===== config.mk =====
export PLATFORM = sky130hd
export DESIGN_NAME = mem_arbiter
export DESIGN_NICKNAME = d
export VERILOG_FILES = /design/src/rtl/mem_arbiter.sv
export SDC_FILE = /design/constraint.sdc
export NUM_CORES = 1
export LEC_CHECK = 0
export ABC_AREA = 0
export BUFFER_PORTS_ARGS = -buffer_cell sky130_fd_sc_hd__buf_2
export CAP_MARGIN = 20
export CORE_AREA = 2 2 117 119
export DETAILED_ROUTE_END_ITERATION = 10
export DIE_AREA = 0 0 119 121
export PLACE_DENSITY = 0.44
export SLEW_MARGIN = 20
export SYNTH_ARGS = -nofsm -noshare
export SYNTH_HDL_FRONTEND = slang
export SYNTH_SLANG_ARGS = --single-unit

===== constraint.sdc =====
create_clock -name clock -period 1.87 [get_ports clock]
set_input_delay 0.2805 -clock clock [delete_from_list [all_inputs] [get_ports clock]]
set_output_delay 0.2805 -clock clock [all_outputs]
set_load 0.01 [all_outputs]

===== src/rtl/mem_arbiter.sv =====
// mem_arbiter: shares one single-port, synchronous-read data memory between
// two requesters (m0 = CPU data port, m1 = debug/loader port).
//   - Combinational grant in the request cycle, round-robin on ties.
//   - A requester holding mX_lock keeps ownership for up to MAX_BURST grants
//     while the other side waits; after that the other side is forced in.
//   - Read data returns one cycle after the grant on the granting port.
// Ports:
//   clock, reset            : clock, synchronous active-high reset
//   mX_req/we/lock/addr/wdata : requester X access request (held until gnt)
//   mX_gnt                  : access accepted this cycle
//   mX_rvalid/rdata         : read return, one cycle after an accepted read
//   mem_en/we/addr/wdata    : memory command (zeros when idle)
//   mem_rdata               : memory read data, valid the cycle after a read
module mem_arbiter #(
  parameter int ADDR_WIDTH = 32,
  parameter int DATA_WIDTH = 32,
  parameter int MAX_BURST  = 4
) (
  input  logic                  clock,
  input  logic                  reset,
  input  logic                  m0_req,
  input  logic                  m0_we,
  input  logic                  m0_lock,
  input  logic [ADDR_WIDTH-1:0] m0_addr,
  input  logic [DATA_WIDTH-1:0] m0_wdata,
  output logic                  m0_gnt,
  output logic                  m0_rvalid,
  output logic [DATA_WIDTH-1:0] m0_rdata,
  input  logic                  m1_req,
  input  logic                  m1_we,
  input  logic                  m1_lock,
  input  logic [ADDR_WIDTH-1:0] m1_addr,
  input  logic [DATA_WIDTH-1:0] m1_wdata,
  output logic                  m1_gnt,
  output logic                  m1_rvalid,
  output logic [DATA_WIDTH-1:0] m1_rdata,
  output logic                  mem_en,
  output logic                  mem_we,
  output logic [ADDR_WIDTH-1:0] mem_addr,
  output logic [DATA_WIDTH-1:0] mem_wdata,
  input  logic [DATA_WIDTH-1:0] mem_rdata
);

  localparam int CW = $clog2(MAX_BURST) + 1;
  localparam logic [CW-1:0] MAXB = CW'(MAX_BURST);

  logic          last_q;        // id of the most recent grantee
  logic          owner_q;       // id of the locked owner
  logic          owner_valid_q;
  logic [CW-1:0] burst_cnt_q;   // grants to the current owner, saturates at MAX_BURST
  logic          rv0_q, rv1_q;  // read accepted last cycle

  logic          gnt0, gnt1, pick;
  logic          xfer, xid, xlock;
  logic [CW-1:0] burst_inc;

  // Arbitration. Reset forces all grants low so nothing reaches the memory.
  always_comb begin
    gnt0 = 1'b0;
    gnt1 = 1'b0;
    pick = 1'b0;
    if (!reset) begin
      if (m0_req && !m1_req) begin
        gnt0 = 1'b1;
      end else if (m1_req && !m0_req) begin
        gnt1 = 1'b1;
      end else if (m0_req && m1_req) begin
        if (owner_valid_q)
          pick = (burst_cnt_q < MAXB) ? owner_q : ~owner_q;
        else
          pick = ~last_q;
        gnt0 = ~pick;
        gnt1 = pick;
      end
    end
  end

  assign m0_gnt = gnt0;
  assign m1_gnt = gnt1;

  assign xfer  = gnt0 | gnt1;
  assign xid   = gnt1;
  assign xlock = gnt1 ? m1_lock : m0_lock;

  // Saturating: once at MAX_BURST the owner keeps winning only uncontended
  // cycles, and any contention rotates immediately.
  assign burst_inc = (burst_cnt_q == MAXB) ? burst_cnt_q : burst_cnt_q + CW'(1);

  // Memory command mux; all-zero when idle.
  always_comb begin
    mem_en    = xfer;
    mem_we    = 1'b0;
    mem_addr  = '0;
    mem_wdata = '0;
    if (gnt0) begin
      mem_we    = m0_we;
      mem_addr  = m0_addr;
      mem_wdata = m0_wdata;
    end else if (gnt1) begin
      mem_we    = m1_we;
      mem_addr  = m1_addr;
      mem_wdata = m1_wdata;
    end
  end

  always_ff @(posedge clock) begin
    if (reset) begin
      last_q        <= 1'b1;  // m0 wins the first tie
      owner_q       <= 1'b0;
      owner_valid_q <= 1'b0;
      burst_cnt_q   <= '0;
      rv0_q         <= 1'b0;
      rv1_q         <= 1'b0;
    end else begin
      rv0_q <= gnt0 & ~m0_we;
      rv1_q <= gnt1 & ~m1_we;
      if (xfer) begin
        last_q <= xid;
        if (xlock) begin
          burst_cnt_q   <= (owner_valid_q && owner_q == xid) ? burst_inc : CW'(1);
          owner_q       <= xid;
          owner_valid_q <= 1'b1;
        end else begin
          owner_valid_q <= 1'b0;
          burst_cnt_q   <= '0;
        end
      end else begin
        // A lock does not survive an idle cycle.
        owner_valid_q <= 1'b0;
        burst_cnt_q   <= '0;
      end
    end
  end

  assign m0_rvalid = rv0_q & ~reset;
  assign m1_rvalid = rv1_q & ~reset;
  assign m0_rdata  = m0_rvalid ? mem_rdata : '0;
  assign m1_rdata  = m1_rvalid ? mem_rdata : '0;

endmodule


==> results.md <==
- Die width: 119 um
- GRT overflow: 0
- Post-synthesis mux area share: 0.0142
- Critical path fanouts, max: 24
- Clock buffer depth: 2
- Failing checks: negative setup slack
- Worst-Skew Late Latency: 0.23 ns
- Mapped cell area: 0.00150 mm2
- Pwr dens: 354 mW/mm2
- Lkg Pwr: 2.21 nW
- CTS Buf Count: 3
- H-tree depth: 1
- Gr usage total: 0.131
- Setup violators final: 67
- Outcome: finished with violations
- Sequential area share after synthesis: 0.107
- Die ar.: 0.0144 mm2
- Compound-cell area share of the yosys netlist: 0.443
- GPL Wtd Cong: 0.873
- FMAX: 0.484 GHz
- # fillers: 1425
- Pins over their slew limit: 0
- Core Util, Final: 0.285
- Fin crit share: 1.10
- Post-Syn Area per Cell: 7.53 um2
- Sink Count: 8
- Type of origin of the critical path: register
- Initial DRC count: just over 100
- Adder-cell share of the synthesized area: 0.0167
- Max-cap violations: 0
- Initial Utilization: 0.115
- Initial antenna violation count: 1
- WL per Instance: between 15 and 20 um
- Global-route wire length before repair: 14700 um
- Clock Power Share: 0.265
- Critical Path AT: 1.79 ns
- Via count: 2850
- Simple-gate share of the synthesized area: 0.333
- Syn-to-layout area delta: 149%
- Inserted Diodes: 0
- Share of post-route cells with drive strength above 1: 0.673
- Dpl ws: -0.0777 ns
- Antenna viol nets, final: 0
- Worst Path Required: 1.59 ns
- Worst rel slew slack: 0.782
- Post-synth cell types: 30
- Synth Net Count: 369
- Yosys reg bits: 8
- CP max-delay cell: or3b_4
- Final Hold Fails: 0
- Nets@finish: 680
- Crit path cell chain: or3b_4 -> o211ai_1 -> nor2_4 -> clkbuf_16 -> a22o_1 -> buf_6
- Die Y: 121 um
- RSZ-0062 raised after global routing: true
- Reg clk slew, reported paths: 0.04 ns
- Final Critical Period: ~2.1 ns
- CP top delay family: simple AND/OR/NAND/NOR gates
- Hold Path Class: in2reg
- P_sw: between 0.4 and 0.5 mW
- Core Area: between 0.01 and 0.015 mm2
- Total power: roughly 1.3 mW
- Via density per instance: 4.17
- Setup Skew: approximately 0.003 ns
- Vias in the first global route: 2676
- Setup crit end kind: primary output
- Ports: 302
- Largest net degree at the start of global routing: 50
- Clock Tree Root: clkbuf_16
- CP max stage delay: 0.40 ns
- Worst hold slack: 0.241 ns
- Main combinational cell family by area after synthesis: compound AO/OA/AOI/OAI gates
- Post-DP HPWL: 8750 um
- Comb power frac: 0.593
- Remaining DRCs: 0
- Worst setup margin: -0.196 ns
- Syn Inst Count: 199
- Part of the power in registers: 0.142
- Slew @ Worst Pin: 0.325 ns
- Net Sw Frac: 0.331
- Final Routed Wirelength: between 10000 and 15000 um
- Drt first pass iters: 4
- XOR/XNOR Fraction of Synth Area: 0.0117
- Ys Warns: 0
- Worst VDD drop: 0.000282 V
- Crit Path Category: reg2out
- CTS tree: done
- Worst path bufs/invs: 2
- Port bufs: 301
- Cell Rows: 42
- P_int: 0.884 mW
-- flip-flops by register name (all words and copies together), names as in the netlist --
register	cells
rv0_q	1
burst_cnt_q	3
rv1_q	1
last_q	1
owner_valid_q	1
owner_q	1
-- per-stage QoR --
stage	area [um2]	setup TNS [ns]	std cells
after floorplan	1500	0	199
after global placement	3310	-0.179	669
after detailed placement	3310	-1.67	669
after CTS	3700	-10.54	682
after global routing	3730	-15.15	684
final	3730	-10.74	684
-- cells in the mapped netlist --
cell type | n | share of area
nor2b_1 | 3 | 0.013
o211a_1 | 1 | 0.0067
nor2_1 | 4 | 0.010
a22o_1 | 66 | 0.39
and2_1 | 64 | 0.27
nand3_1 | 1 | 0.0033
nand2_1 | 3 | 0.0075
dfxtp_1 | 8 | 0.11
or3b_1 | 1 | 0.0058
nand2b_1 | 1 | 0.0042
o21ai_1 | 1 | 0.0033
clkbuf_1 | 10 | 0.025
a31oi_1 | 1 | 0.0042
a311oi_2 | 1 | 0.010
a32o_1 | 1 | 0.0067
mux2i_1 | 1 | 0.0067
nor3_1 | 1 | 0.0033
buf_2 | 11 | 0.037
mux2_2 | 1 | 0.0075
xnor2_1 | 2 | 0.012
inv_1 | 5 | 0.013
ha_1 | 2 | 0.017
o311ai_1 | 1 | 0.0058
o311ai_0 | 1 | 0.0058
a21oi_1 | 1 | 0.0033
nand3b_1 | 1 | 0.0050
nor4_1 | 2 | 0.0083
and3b_1 | 1 | 0.0058
o21ai_0 | 2 | 0.0067
o211ai_1 | 1 | 0.0050
-- area by class of cell --
type	instances	area [um2]	area share
Timing Repair Buffer	327	1980	0.530
Multi-Input combinational cell	165	1270	0.341
Tap cell	176	220	0.0590
Sequential cell	8	165	0.0442
Clock buffer	3	75.1	0.0201
Inverter	5	18.8	0.00503
-- worst paths after layout --
| path | from | endpoint | slack [ns] | depth (start not counted) |
|---|---|---|---|---|
| hold reg to reg | burst_cnt_q[1] | burst_cnt_q[1] | 0.57 | 2 |
| setup / recovery | last_q | mem_wdata[28] | -0.20 | 6 |
| setup reg to reg | last_q | owner_valid_q | 0.38 | 5 |
| hold / removal | m0_we | rv0_q | 0.24 | 2 |
-- worst register-to-register path: stages, from the launching register on --
cell      delay, ns
dfxtp_2        0.32
or3b_4         0.40
o211ai_1       0.17
nor2_4         0.12
buf_4          0.19
a22o_1         0.18
-- cell families after synthesis --
logic type / after synthesis
adder cells (fa/ha/maj): 2
AO/OA/AOI/OAI: 77
multiplexers: 2
XOR/XNOR: 2
AND/OR/NAND/NOR: 82
buffers and inverters: 26
flip-flops: 8
-- metal layers --
layer	track usage	part of all wire	vias up
li1	-	-	1363
met1	0.130	0.33	1279
met2	0.274	0.55	200
met3	0.0320	0.098	8
met4	0.0231	0.017	0
met5	0	0	-
-- what timing repair did --
item | CTS | global route
pin swaps | 5 | 6
resized for setup | 30 | 11
hold buffers | 0 | 0
setup endpoints to repair | 67 | 67
buffers inserted | 6 | 2
cloned | 4 | 2
endpoints found under the hold margin | 0 | 0
-- power groups by stage --
| stage | combinational [mW] | sequential, mW | clock [mW] |
|---|---|---|---|
| 2_1_floorplan | 0.280 | 0.189 | 0 |
| 3_3_place_gp | 0.670 | 0.188 | 0 |
| 3_5_place_dp | 0.677 | 0.188 | 0 |
| 4_1_cts | 0.780 | 0.187 | 0.354 |
| 5_1_grt | 0.841 | 0.189 | 0.367 |
| 6_report | 0.784 | 0.188 | 0.350 |
-- layout by cell type, fill, tap and decap left out, types with 3 or more instances in the layout --
cell type / count
buf_2: 284
a22o_1: 66
and2_1: 64
buf_6: 21
buf_4: 12
inv_1: 5
clkbuf_16: 5
buf_12: 5
dfxtp_1: 4
dfxtp_2: 4
nor2_1: 3
nand2_1: 3
buf_16: 3
No activity file was read; power rests on OpenSTA's default activity.
